### src/rtl/dram_io_nibble_seq_if.sv
// Controller-side request/response bundle for the DDR nibble-lane burst sequencer.
// master = DRAM controller datapath, slave = sequencer.
interface dram_io_nibble_seq_if;
    logic        burst_length_four;
    logic        wr_req;
    logic [31:0] wr_data;
    logic        wr_ack;
    logic        rd_req;
    logic [3:0]  rd_lat;
    logic        rd_ack;
    logic [31:0] rd_data;
    logic        rd_valid;
    logic        busy;

    modport master (
        output burst_length_four, wr_req, wr_data, rd_req, rd_lat,
        input  wr_ack, rd_ack, rd_data, rd_valid, busy
    );

    modport slave (
        input  burst_length_four, wr_req, wr_data, rd_req, rd_lat,
        output wr_ack, rd_ack, rd_data, rd_valid, busy
    );
endinterface

### src/rtl/dram_io_nibble_seq.sv
// Burst sequencer for one DDR nibble lane: write serialisation with DQS pre/postamble,
// read window timing and beat gathering. Optional macro DRAM_IO_SEQ_LOOPBACK_CHK_EN adds lb_mismatch.
module dram_io_nibble_seq #(
    parameter int MAX_RD_LAT  = 15,
    parameter int WR_POST_CYC = 1
) (
    input  logic                 rclk,
    input  logic                 rst,
    dram_io_nibble_seq_if.slave  bus,
    input  logic [3:0]           io_dram_data_in,
    input  logic [3:0]           io_dram_data_in_hi,
    output logic [3:0]           data_pos,
    output logic [3:0]           data_neg,
    output logic                 dram_io_drive_enable,
    output logic                 dram_io_drive_data,
    output logic                 dqs_read
`ifdef DRAM_IO_SEQ_LOOPBACK_CHK_EN
    ,
    output logic                 lb_mismatch
`endif
);

    localparam int CNT_W = (MAX_RD_LAT < 3) ? 2 : $clog2(MAX_RD_LAT + 1);

    typedef enum logic [2:0] {IDLE, WPRE, WBURST, WPOST, RWAIT, RCAPT, RDONE} state_t;

    state_t            state_reg;
    logic              bl4_reg;
    logic [31:0]       wd_reg;
    logic [CNT_W-1:0]  cnt_reg;
    logic [1:0]        beat_reg;
    logic [23:0]       shadow_reg;
    logic [31:0]       rd_data_reg;
    logic              rd_valid_reg;
    logic [3:0]        data_pos_reg;
    logic [3:0]        data_neg_reg;
    logic              drive_enable_reg;
    logic              drive_data_reg;
    logic              dqs_read_reg;

    logic              accept_wr;
    logic              accept_rd;
    logic              last_beat;
    logic [31:0]       capt_word;

    // Acks are decided in the IDLE cycle itself so the requester sees them in the accept cycle.
    assign accept_wr = (state_reg == IDLE) && !rst && bus.wr_req;
    assign accept_rd = (state_reg == IDLE) && !rst && !bus.wr_req && bus.rd_req;
    assign last_beat = (beat_reg == (bl4_reg ? 2'd1 : 2'd3));
    // Beats shift in from the top, so after the last beat beat 0 sits in the lowest byte.
    assign capt_word = {io_dram_data_in_hi, io_dram_data_in, shadow_reg};

    always_ff @(posedge rclk) begin
        if (rst) begin
            state_reg        <= IDLE;
            bl4_reg          <= 1'b0;
            wd_reg           <= '0;
            cnt_reg          <= '0;
            beat_reg         <= '0;
            shadow_reg       <= '0;
            rd_data_reg      <= '0;
            rd_valid_reg     <= 1'b0;
            data_pos_reg     <= '0;
            data_neg_reg     <= '0;
            drive_enable_reg <= 1'b0;
            drive_data_reg   <= 1'b0;
            dqs_read_reg     <= 1'b0;
        end else begin
            rd_valid_reg <= 1'b0;
            case (state_reg)
                IDLE: begin
                    if (bus.wr_req) begin
                        state_reg        <= WPRE;
                        bl4_reg          <= bus.burst_length_four;
                        wd_reg           <= bus.wr_data;
                        drive_enable_reg <= 1'b1;
                    end else if (bus.rd_req) begin
                        bl4_reg      <= bus.burst_length_four;
                        dqs_read_reg <= 1'b1;
                        beat_reg     <= '0;
                        cnt_reg      <= CNT_W'(bus.rd_lat);
                        state_reg    <= (bus.rd_lat == 4'd0) ? RCAPT : RWAIT;
                    end
                end
                WPRE: begin
                    state_reg      <= WBURST;
                    beat_reg       <= '0;
                    drive_data_reg <= 1'b1;
                    data_pos_reg   <= wd_reg[3:0];
                    data_neg_reg   <= wd_reg[7:4];
                    wd_reg         <= wd_reg >> 8;
                end
                WBURST: begin
                    if (last_beat) begin
                        state_reg      <= WPOST;
                        cnt_reg        <= CNT_W'(WR_POST_CYC);
                        drive_data_reg <= 1'b0;
                        data_pos_reg   <= '0;
                        data_neg_reg   <= '0;
                    end else begin
                        beat_reg     <= beat_reg + 2'd1;
                        data_pos_reg <= wd_reg[3:0];
                        data_neg_reg <= wd_reg[7:4];
                        wd_reg       <= wd_reg >> 8;
                    end
                end
                WPOST: begin
                    if (cnt_reg == CNT_W'(1)) begin
                        state_reg        <= IDLE;
                        drive_enable_reg <= 1'b0;
                    end else begin
                        cnt_reg <= cnt_reg - CNT_W'(1);
                    end
                end
                RWAIT: begin
                    if (cnt_reg == CNT_W'(1)) begin
                        state_reg <= RCAPT;
                        beat_reg  <= '0;
                    end else begin
                        cnt_reg <= cnt_reg - CNT_W'(1);
                    end
                end
                RCAPT: begin
                    shadow_reg <= capt_word[31:8];
                    if (last_beat) begin
                        state_reg    <= RDONE;
                        rd_data_reg  <= bl4_reg ? {16'h0000, capt_word[31:16]} : capt_word;
                        rd_valid_reg <= 1'b1;
                        dqs_read_reg <= 1'b0;
                    end else begin
                        beat_reg <= beat_reg + 2'd1;
                    end
                end
                RDONE: begin
                    state_reg <= IDLE;
                end
                default: begin
                    state_reg <= IDLE;
                end
            endcase
        end
    end

    assign bus.wr_ack            = accept_wr;
    assign bus.rd_ack            = accept_rd;
    assign bus.rd_data           = rd_data_reg;
    assign bus.rd_valid          = rd_valid_reg;
    assign bus.busy              = (state_reg != IDLE);
    assign data_pos              = data_pos_reg;
    assign data_neg              = data_neg_reg;
    assign dram_io_drive_enable  = drive_enable_reg;
    assign dram_io_drive_data    = drive_data_reg;
    assign dqs_read              = dqs_read_reg;

`ifdef DRAM_IO_SEQ_LOOPBACK_CHK_EN
    logic [31:0] lb_word_reg;
    logic        lb_mismatch_reg;

    // rd_data_reg already holds the freshly assembled word during RDONE.
    always_ff @(posedge rclk) begin
        if (rst) begin
            lb_word_reg     <= '0;
            lb_mismatch_reg <= 1'b0;
        end else begin
            if (accept_wr) begin
                lb_word_reg <= bus.burst_length_four ? {16'h0000, bus.wr_data[15:0]} : bus.wr_data;
            end
            if ((state_reg == RDONE) && (rd_data_reg != lb_word_reg)) begin
                lb_mismatch_reg <= 1'b1;
            end
        end
    end

    assign lb_mismatch = lb_mismatch_reg;
`endif

endmodule

### src/flat_wrapper.sv
// flat-port wrapper written by rule: the top's interface ports become plain ports
module dram_io_nibble_seq_flat 
#(
    parameter int MAX_RD_LAT  = 15,
    parameter int WR_POST_CYC = 1
)
  (rclk, rst, io_dram_data_in, io_dram_data_in_hi, data_pos, data_neg, dram_io_drive_enable, dram_io_drive_data, dqs_read, bus_burst_length_four, bus_wr_req, bus_wr_data, bus_rd_req, bus_rd_lat, bus_wr_ack, bus_rd_ack, bus_rd_data, bus_rd_valid, bus_busy);
  dram_io_nibble_seq_if bus_i ();
  input  logic rclk;
  input  logic rst;
  input  logic [3:0] io_dram_data_in;
  input  logic [3:0] io_dram_data_in_hi;
  output logic [3:0] data_pos;
  output logic [3:0] data_neg;
  output logic dram_io_drive_enable;
  output logic dram_io_drive_data;
  output logic dqs_read;
  input wire logic [$bits(bus_i.burst_length_four)-1:0] bus_burst_length_four;
  input wire logic [$bits(bus_i.wr_req)-1:0] bus_wr_req;
  input wire logic [$bits(bus_i.wr_data)-1:0] bus_wr_data;
  input wire logic [$bits(bus_i.rd_req)-1:0] bus_rd_req;
  input wire logic [$bits(bus_i.rd_lat)-1:0] bus_rd_lat;
  output wire logic [$bits(bus_i.wr_ack)-1:0] bus_wr_ack;
  output wire logic [$bits(bus_i.rd_ack)-1:0] bus_rd_ack;
  output wire logic [$bits(bus_i.rd_data)-1:0] bus_rd_data;
  output wire logic [$bits(bus_i.rd_valid)-1:0] bus_rd_valid;
  output wire logic [$bits(bus_i.busy)-1:0] bus_busy;
  assign bus_i.burst_length_four = bus_burst_length_four;
  assign bus_i.wr_req = bus_wr_req;
  assign bus_i.wr_data = bus_wr_data;
  assign bus_i.rd_req = bus_rd_req;
  assign bus_i.rd_lat = bus_rd_lat;
  assign bus_wr_ack = bus_i.wr_ack;
  assign bus_rd_ack = bus_i.rd_ack;
  assign bus_rd_data = bus_i.rd_data;
  assign bus_rd_valid = bus_i.rd_valid;
  assign bus_busy = bus_i.busy;
  dram_io_nibble_seq #(.MAX_RD_LAT(MAX_RD_LAT), .WR_POST_CYC(WR_POST_CYC)) u_core (.rclk(rclk), .rst(rst), .bus(bus_i), .io_dram_data_in(io_dram_data_in), .io_dram_data_in_hi(io_dram_data_in_hi), .data_pos(data_pos), .data_neg(data_neg), .dram_io_drive_enable(dram_io_drive_enable), .dram_io_drive_data(dram_io_drive_data), .dqs_read(dqs_read));
endmodule
### config.mk
export PLATFORM = sky130hd
export DESIGN_NAME = dram_io_nibble_seq_flat
export DESIGN_NICKNAME = d
export VERILOG_FILES = /design/src/rtl/dram_io_nibble_seq_if.sv /design/src/rtl/dram_io_nibble_seq.sv /design/src/flat_wrapper.sv
export SDC_FILE = /design/constraint.sdc
export NUM_CORES = 1
export LEC_CHECK = 0
export CORE_AREA = 2 2 166 119
export CTS_BUF_LIST = sky130_fd_sc_hd__clkbuf_8
export DETAILED_ROUTE_END_ITERATION = 8
export DIE_AREA = 0 0 168 121
export DONT_BUFFER_PORTS = 1
export PLACE_DENSITY = 0.49
export SYNTH_ARGS = -nofsm -noshare
export SYNTH_HDL_FRONTEND = slang
export SYNTH_SLANG_ARGS = --single-unit
### constraint.sdc
create_clock -name rclk -period 1.8 [get_ports rclk]
set_input_delay 0.45 -clock rclk [delete_from_list [all_inputs] [get_ports rclk]]
set_output_delay 0.45 -clock rclk [all_outputs]
set_load 0.01 [all_outputs]
Word-level counts from Yosys, hierarchy flattened
Index checks and enable logic that the tools add are counted.

Bits of input ports: 49. Bits in registers: 110.

Equal/unequal tests: 18. Reduce and logical (&&, ||, !) cells: 28. Bitwise gates (word level): 1. Add/subtract/negate cells: 2. Muxes and demuxes: 38.

Operators by type and width (number): 32-bit 2-to-1 mux (3); 32-bit case mux with 3 select lines (1); 4-bit 2-to-1 mux (6); 3-bit 2-to-1 mux (6); 3-bit case mux with 6 select lines (1); 4-bit case mux with 2 select lines (2); 5-bit AND reduction (3); 2-bit inequality test, second input constant (6); 4-bit case mux with 3 select lines (1); 2-bit 2-to-1 mux (5); 1-bit 2-to-1 mux (9); 3-bit nonzero test (3); 2-bit by 1-bit inequality test with 1-bit output, second input constant (4); 2-bit case mux with 4 select lines (1); 2-bit nonzero test (4); 3-bit by 2-bit equality test with 1-bit output, second input constant (2); 3-bit equality test, second input constant (2); 1-bit case mux with 2 select lines (3); 2-bit AND reduction (3); 3-bit AND reduction (2); 2-bit OR reduction (3); 4-bit by 1-bit equality test with 1-bit output, second input constant (1); 1-bit logical AND (4); 4-bit zero test (1); other kinds (10) (11).

Depth between registers and ports, before layout
Gate-level depths: netlist of run 1.

Depth after elaboration: 5. Mapped depth: 8. Depth with buffers taken out: 7.

Worst setup path after synthesis of run 1
No wires, ideal clock.

Kind: register to register. Start point: register u_core.cnt_reg[1]. End point: register u_core.cnt_reg[2]. Data required time: 1.730 ns. Path slack: 0.139 ns. Stages on the path, launching flop included: 8. Arrival: 1.590 ns. Setup time: 0.070 ns. Path through: dfxtp_1 -> inv_1 -> ha_1 -> nor3b_1 -> o32a_1 -> o211a_2 -> a311o_1 -> a21oi_1.

Word-level cells in the longest chain between the ends: 3.

RTL lines: start: declaration (line dram_io_nibble_seq.sv:30) `logic [CNT_W-1:0] cnt_reg;`; start signal: assignment (line dram_io_nibble_seq.sv:81) `cnt_reg <= CNT_W'(bus.rd_lat);`; start signal: assignment (line dram_io_nibble_seq.sv:96) `cnt_reg <= CNT_W'(WR_POST_CYC);`; start signal: assignment (line dram_io_nibble_seq.sv:112) `cnt_reg <= cnt_reg - CNT_W'(1);`; 4-bit by 1-bit subtractor with 4-bit output or 4-bit by 1-bit equality test with 1-bit output (tied branches); 4-bit 2-to-1 mux or 2-bit inequality test (tied branches); 4-bit case mux with 3 select lines or 5-bit AND reduction (tied branches).

Several ways; a longest one is shown, not always the timed one. The select of a mux whose other input is x is not followed. A chain may end at the register's enable or synchronous reset.

Worst setup path in the final report of run 1
Start point: register u_core.state_reg[0]. End point: output port bus_rd_ack.

Word-level cells in the longest chain between the ends: 4.

RTL lines: start: declaration (line dram_io_nibble_seq.sv:27) `state_t state_reg;`; start signal: assignment (line dram_io_nibble_seq.sv:82) `state_reg <= (bus.rd_lat == 4'd0) ? RCAPT : RWAIT;`; 3-bit zero test (line dram_io_nibble_seq.sv:48) `assign accept_rd = (state_reg == IDLE) && !rst && !bus.wr_req && bus.rd_req;`; 1-bit logical AND (3 in a row) (line dram_io_nibble_seq.sv:48); end: declaration (line flat_wrapper.sv:24) `output wire logic [$bits(bus_i.rd_ack)-1:0] bus_rd_ack;`.

No other way between the ends.

==> impl_metrics.toml, run 1 <==
[floorplanning]
dieArea_mm2 = 0.0203
dieWidth_um = 168
io_pins = 96
core_mm2 = 0.0187
die_h_um = 121
start_util_pct = 24.8
rows = 42

[finish]
final_cells = 804
nNetsFinal = 608
areaGrowthSynthToFinish_pct = 15.0
antenna_cells = 0
fillers = 2010
drive_gt1_share_pct = 11.0

[run]
drv_cap = 0

[place]
post-dp-hpwl_um = 8550
place.gp.congestion = 0.814
dp.cells = 781
place_ws_ns = -0.00516
io_buffers = 0

[logic_synthesis]
synth.largest_area_cell = "dfxtp_1"
synth-async-reset-ratio_pct = 0
yosysWarnings = 0
synth_edf_count = 0
yosysUniqueCellTypes = 47
syn_nets = 616
avgSynthCellArea_um2 = 8.20
synth_seq_cells = 110
netlist_area_mm2 = 0.00463
synth_top_area_share_pct = 47.5
yosysSeqAreaShare_pct = 47.5
syn_inst = 565
synth.area.top_cells = "dfxtp_1 48%, nand2_1 9.6%, a21oi_1 6.0%, nor2_1 5.3%, a311oi_1 4.5%"
synthFlopType = "dfxtp_1"

[worst_setup_path]
critPathKind = "flip-flop to output pin"
crit_fanout = 4
r2r_setup_slack_ns = -0.01
r2r-start = "u_core.cnt_reg[1]"
startpoint_type = "flip-flop"
arrival_ns = 1.43
required_ns = 1.35
critPathCaptureType = "output pin"
worstRegToRegCells = 7
r2r_end = "u_core.cnt_reg[0]"

[global_routing]
grt_use_total_pct = 12.3
grt_pass1_wl_um = 19400
grt_start_max_net_pins = 112
antenna_found_initial = 0
grt_pass1_vias = 3497
gr-total-overflow = 0

[timing]
max_freq_mhz = 531
fin_tns_setup_ns = -0.132
setup_ws_ns = -0.0848
worst_pin_slew_ns = 0.460
skew_ns = 0.00901
min_period_over_period_pct = 105
slew_violations = 0
setup-violations-final = 4
rsz0062_at_grt = "true"
whs_ns = 0.126
slew_headroom_pct = 69.0
hold_viol = 0
finalCriticalPeriod_ns = 1.88

[detailed_routing]
viasPerCell = 4.90
drt_iter0_drc = 268
vias = 3942
drc = 0
drt-wirelength-per-cell_um = 15.8
drt-total-wl_um = 12700
drtAntennaViolNets = 0
first_pass_iters = 4

[cts]
clock_sinks = 110
clk_latency_ns = 0.39
clk_pin_slew_ns = 0.11
cts_inserted_buffers = 9
htreeDepth = 3
clock-root-buffer = "clkbuf_8"
cts_buffer_depth = 2
cts_tree = "done"

[power_and_ir_drop]
powerDensity_mw_per_mm2 = 1170
peakVddDrop_v = 0.000329
leakagePower_nw = 1.77
power_mw = 6.23

[hold_path]
min_path_cells = 1
whs_endpoint = "u_core.dram_io_drive_data"
min_path_type = "primary input to flip-flop"
min_from = "rst"

[outcome]
violations = "setup timing"
status = "complete, but fails checks"
-- worst max path at each step --
stage | startpoint | to | slack, ns
2_1_floorplan | u_core.cnt_reg[1] | u_core.cnt_reg[2] | 0.14
3_3_place_gp | u_core.cnt_reg[1] | u_core.cnt_reg[2] | 0.07
3_5_place_dp | u_core.cnt_reg[1] | u_core.cnt_reg[2] | -0.005
4_1_cts | u_core.state_reg[0] | bus_rd_ack | -0.16
5_1_grt | u_core.state_reg[0] | bus_rd_ack | -0.18
6_report | u_core.state_reg[0] | bus_rd_ack | -0.08
-- power by group --
| part | leakage (nW) | switching [mW] | internal (mW) | total (mW) |
|---|---|---|---|---|
| Sequential | 0.897 | 0.176 | 2.67 | 2.85 |
| Combinational | 0.740 | 0.809 | 0.638 | 1.45 |
| Clock | 0.131 | 0.974 | 0.961 | 1.94 |
-- cell families after synthesis --
family                   Yosys count  synth area share [%]
flip-flops                       110                  47.5
AND/OR/NAND/NOR                  240                  22.6
adder cells (fa/ha/maj)            2                 0.540
XOR/XNOR                           2                 0.540
buffers and inverters             51                  4.62
AO/OA/AOI/OAI                    143                  20.5
multiplexers                      17                  3.67
-- layout make-up --
cell class,count,area [um^2],share of cell area (%)
clock buffers,9,124,2.33
clock inverters,7,138,2.58
inverters,6,22.5,0.423
multi-input cells,404,2250,42.3
flip-flops and latches,110,2210,41.5
well taps,242,303,5.68
repair buffers,26,279,5.24
-- cell usage after synthesis (2+ instances only) --
library cell  instances
o31ai_1               2
mux2i_1              17
inv_2                 2
a311oi_1             24
nor2b_1               2
nand2b_1             10
a211oi_1             20
nand2_1             118
o21ai_0              14
nor2_1               66
nand3_1              12
clkbuf_1             28
a31oi_1               2
a22oi_1              11
nor3_1                6
inv_1                 4
a21o_1                2
ha_1                  2
dfxtp_1             110
nor4_1                3
a21oi_1              56
or3b_2                2
buf_2                15
nand3b_1             14
-- per-stage QoR --
step / area [um^2] / util [%]
after detailed placement: 4940 / 26.5
after floorplan: 4630 / -
after global placement: 4940 / 26.5
after CTS: 5260 / 28.2
after global routing: 5330 / 28.6
final: 5330 / 28.6
-- cell usage in the layout (no fill, tap or decap), types with 3 or more instances in the layout --
cell type,Yosys,layout
a211oi_1,20,19
nor2_1,66,65
nand2_1,118,118
inv_1,4,4
nand3b_1,14,14
clkbuf_8,0,9
nor3_1,6,5
a21oi_1,56,55
dfxtp_1,110,106
nor4_1,3,3
buf_12,0,5
buf_4,1,19
o21ai_0,14,13
a311oi_1,24,24
dfxtp_2,0,3
nand3_1,12,12
nand2b_1,10,10
bufinv_16,0,3
a22oi_1,11,11
mux2i_1,17,17
-- what timing repair did --
| item | in CTS | in global routing |
|---|---|---|
| gates cloned | 0 | 1 |
| setup endpoints to repair | 4 | 14 |
| gates resized for setup | 8 | 9 |
| hold buffers | 0 | 0 |
| buffers inserted | 5 | 1 |
| pin swaps | 2 | 4 |
-- routing by layer --
| metal | share of wire [%] | track usage (%) |
|---|---|---|
| met4 | 1.4 | 4.18 |
| met3 | 6.7 | 4.21 |
| met1 | 50 | 17.4 |
| met5 | 0 | 0 |
| met2 | 42 | 17.2 |
-- worst max-delay path: stages (launching register included) --
cell and delay, ns:
dfxtp_4 0.36, or2_4 0.24, nor2_4 0.09, inv_2 0.06, nor3_2 0.16, buf_4 0.14
Power figures use the tool's default switching activity.
==> run 2: changes to the inputs <==
- PLACE_DENSITY: 0.49 -> 0.5
- clock period: 1.8 -> 1.6 ns (I/O delays scaled with it)
==> impl_metrics.toml, run 2 (synthesis gave the netlist of run 1 again) <==
[detailed_routing]
viasPerCell = 5.01
drt-total-wl_um = 14800
drc = 0
drtAntennaViolNets = 0
vias = 4216
first_pass_iters = 6
drt-wirelength-per-cell_um = 17.6
drt_iter0_drc = 365

[place]
dp.cells = 802
post-dp-hpwl_um = 8650
io_buffers = 0
dpl_cell_area_mm2 = 0.00512
place.gp.congestion = 0.845

[worst_setup_path]
arrival_ns = 1.40
r2r-start = "u_core.state_reg[0]"
worstRegToRegCells = 9
required_ns = 1.20
r2r_setup_slack_ns = -0.19
critPathKind = "flip-flop to output pin"
critPathCaptureType = "output pin"
r2r_end = "u_core.cnt_reg[2]"
crit_path_end = "bus_rd_ack"
crit_start = "u_core.state_reg[0]"
crit_fanout = 3
startpoint_type = "flip-flop"

[timing]
hold_viol = 0
max_freq_mhz = 555
whs_ns = 0.0749
slew_headroom_pct = 71.7
min_period_over_period_pct = 113
worst_pin_slew_ns = 0.420
setup_ws_ns = -0.203
skew_ns = 0.0138
finalCriticalPeriod_ns = 1.80
rsz0062_at_grt = "true"
slew_violations = 0
setup-violations-final = 36

[cts]
clock_sinks = 110
clock-root-buffer = "clkbuf_8"
cts_tree = "done"
cts_buffer_depth = 2
cts_inserted_buffers = 9
clk_latency_ns = 0.38
htreeDepth = 3
clk_pin_slew_ns = 0.12

[floorplanning]
dieArea_mm2 = 0.0203
rows = 42
die_h_um = 121
start_util_pct = 24.8
dieWidth_um = 168
core_mm2 = 0.0187
io_pins = 96

[finish]
drive_gt1_share_pct = 21.8
antenna_cells = 0
areaGrowthSynthToFinish_pct = 28.7
final_cells = 842
final_cell_mix = "116 x nand2_1, 103 x dfxtp_1, 65 x nor2_1, 52 x a21oi_1, 37 x buf_4"
nNetsFinal = 647
finalInstanceArea_mm2 = 0.00596
final_common_cell = "nand2_1"

[global_routing]
grt_pass1_vias = 3858
grt_pass1_wl_um = 21400
grt_start_max_net_pins = 112
antenna_found_initial = 0
gr-total-overflow = 0
grt_use_total_pct = 13.4

[outcome]
violations = "setup timing"
status = "complete, but fails checks"

[run]
drv_cap = 0

[power_and_ir_drop]
leakagePower_nw = 2.05
powerDensity_mw_per_mm2 = 1220
peakVddDrop_v = 0.000542
power_mw = 7.29

[hold_path]
min_path_type = "primary input to flip-flop"
## run 2: cell types whose count changed in the layout (fill, tap and decap cells not counted), sizes merged
cell      change
clkbuf        +5
inv           -1
clkinvlp      +1
clkinv        +2
buf          +34
bufinv        -3
## run 2: metrics by stage
step / TNS, ns / setup WS [ns] / util [%]
CTS: -4.55 / -0.266 / 29.7
finish: -2.89 / -0.203 / 32.0
global route: -6.42 / -0.271 / 32.0
detailed placement: -0.401 / -0.103 / 27.4
floorplan: 0 / 0.00438 / -
global placement: -0.0889 / -0.0386 / 27.4
## run 2: layer usage
metal / routed length, um / GRT usage [%] / vias to the layer above
met1: 7470 / 19.4 / 2035
met4: 150 / 4.02 / 0
met2: 6200 / 19.0 / 134
li1: - / - / 2037
met5: 0 / 0 / -
met3: 1020 / 4.14 / 10
## run 2: worst min path at each step
stage                                         to  slack (ns)  depth (start not counted)            startpoint
final                     u_core.bus.rd_data[28]        0.07                          1                   rst
after global routing       u_core.bus.rd_data[9]        0.06                          1                   rst
after CTS                  u_core.shadow_reg[14]        0.05                          1                   rst
after detailed placement    u_core.shadow_reg[2]        0.44                          2  u_core.shadow_reg[2]
after global placement      u_core.shadow_reg[2]        0.44                          2  u_core.shadow_reg[2]
after floorplan             u_core.shadow_reg[0]        0.44                          2  u_core.shadow_reg[0]
## run 2: power by group
| group | total [mW] | switching [mW] | internal, mW |
|---|---|---|---|
| clock network | 1.61 | 1.03 | 0.574 |
| registers | 3.22 | 0.213 | 3.00 |
| logic | 2.47 | 1.20 | 1.27 |
## run 2: layout make-up
class,instances,area [um^2]
clock buffers,9,124
clock inverters,6,46.3
fillers,1924,12700
inverters,6,22.5
multi-input cells,404,2430
flip-flops and latches,110,2210
well taps,242,303
repair buffers,65,822
## run 2: timing repair
action                                  4_1_cts  5_1_grt
endpoints found under the setup margin       14      107
cloned                                        5        8
hold buffers                                  0        0
gates resized for setup                      23       48
pin swaps                                    28       23
buffers inserted                              6        7
## run 2: critical path, stage by stage, from the launching register on
cell	delay [ns]
dfxtp_4	0.35
or2_4	0.26
nor2_4	0.09
inv_2	0.05
nor3_2	0.14
buf_4	0.14
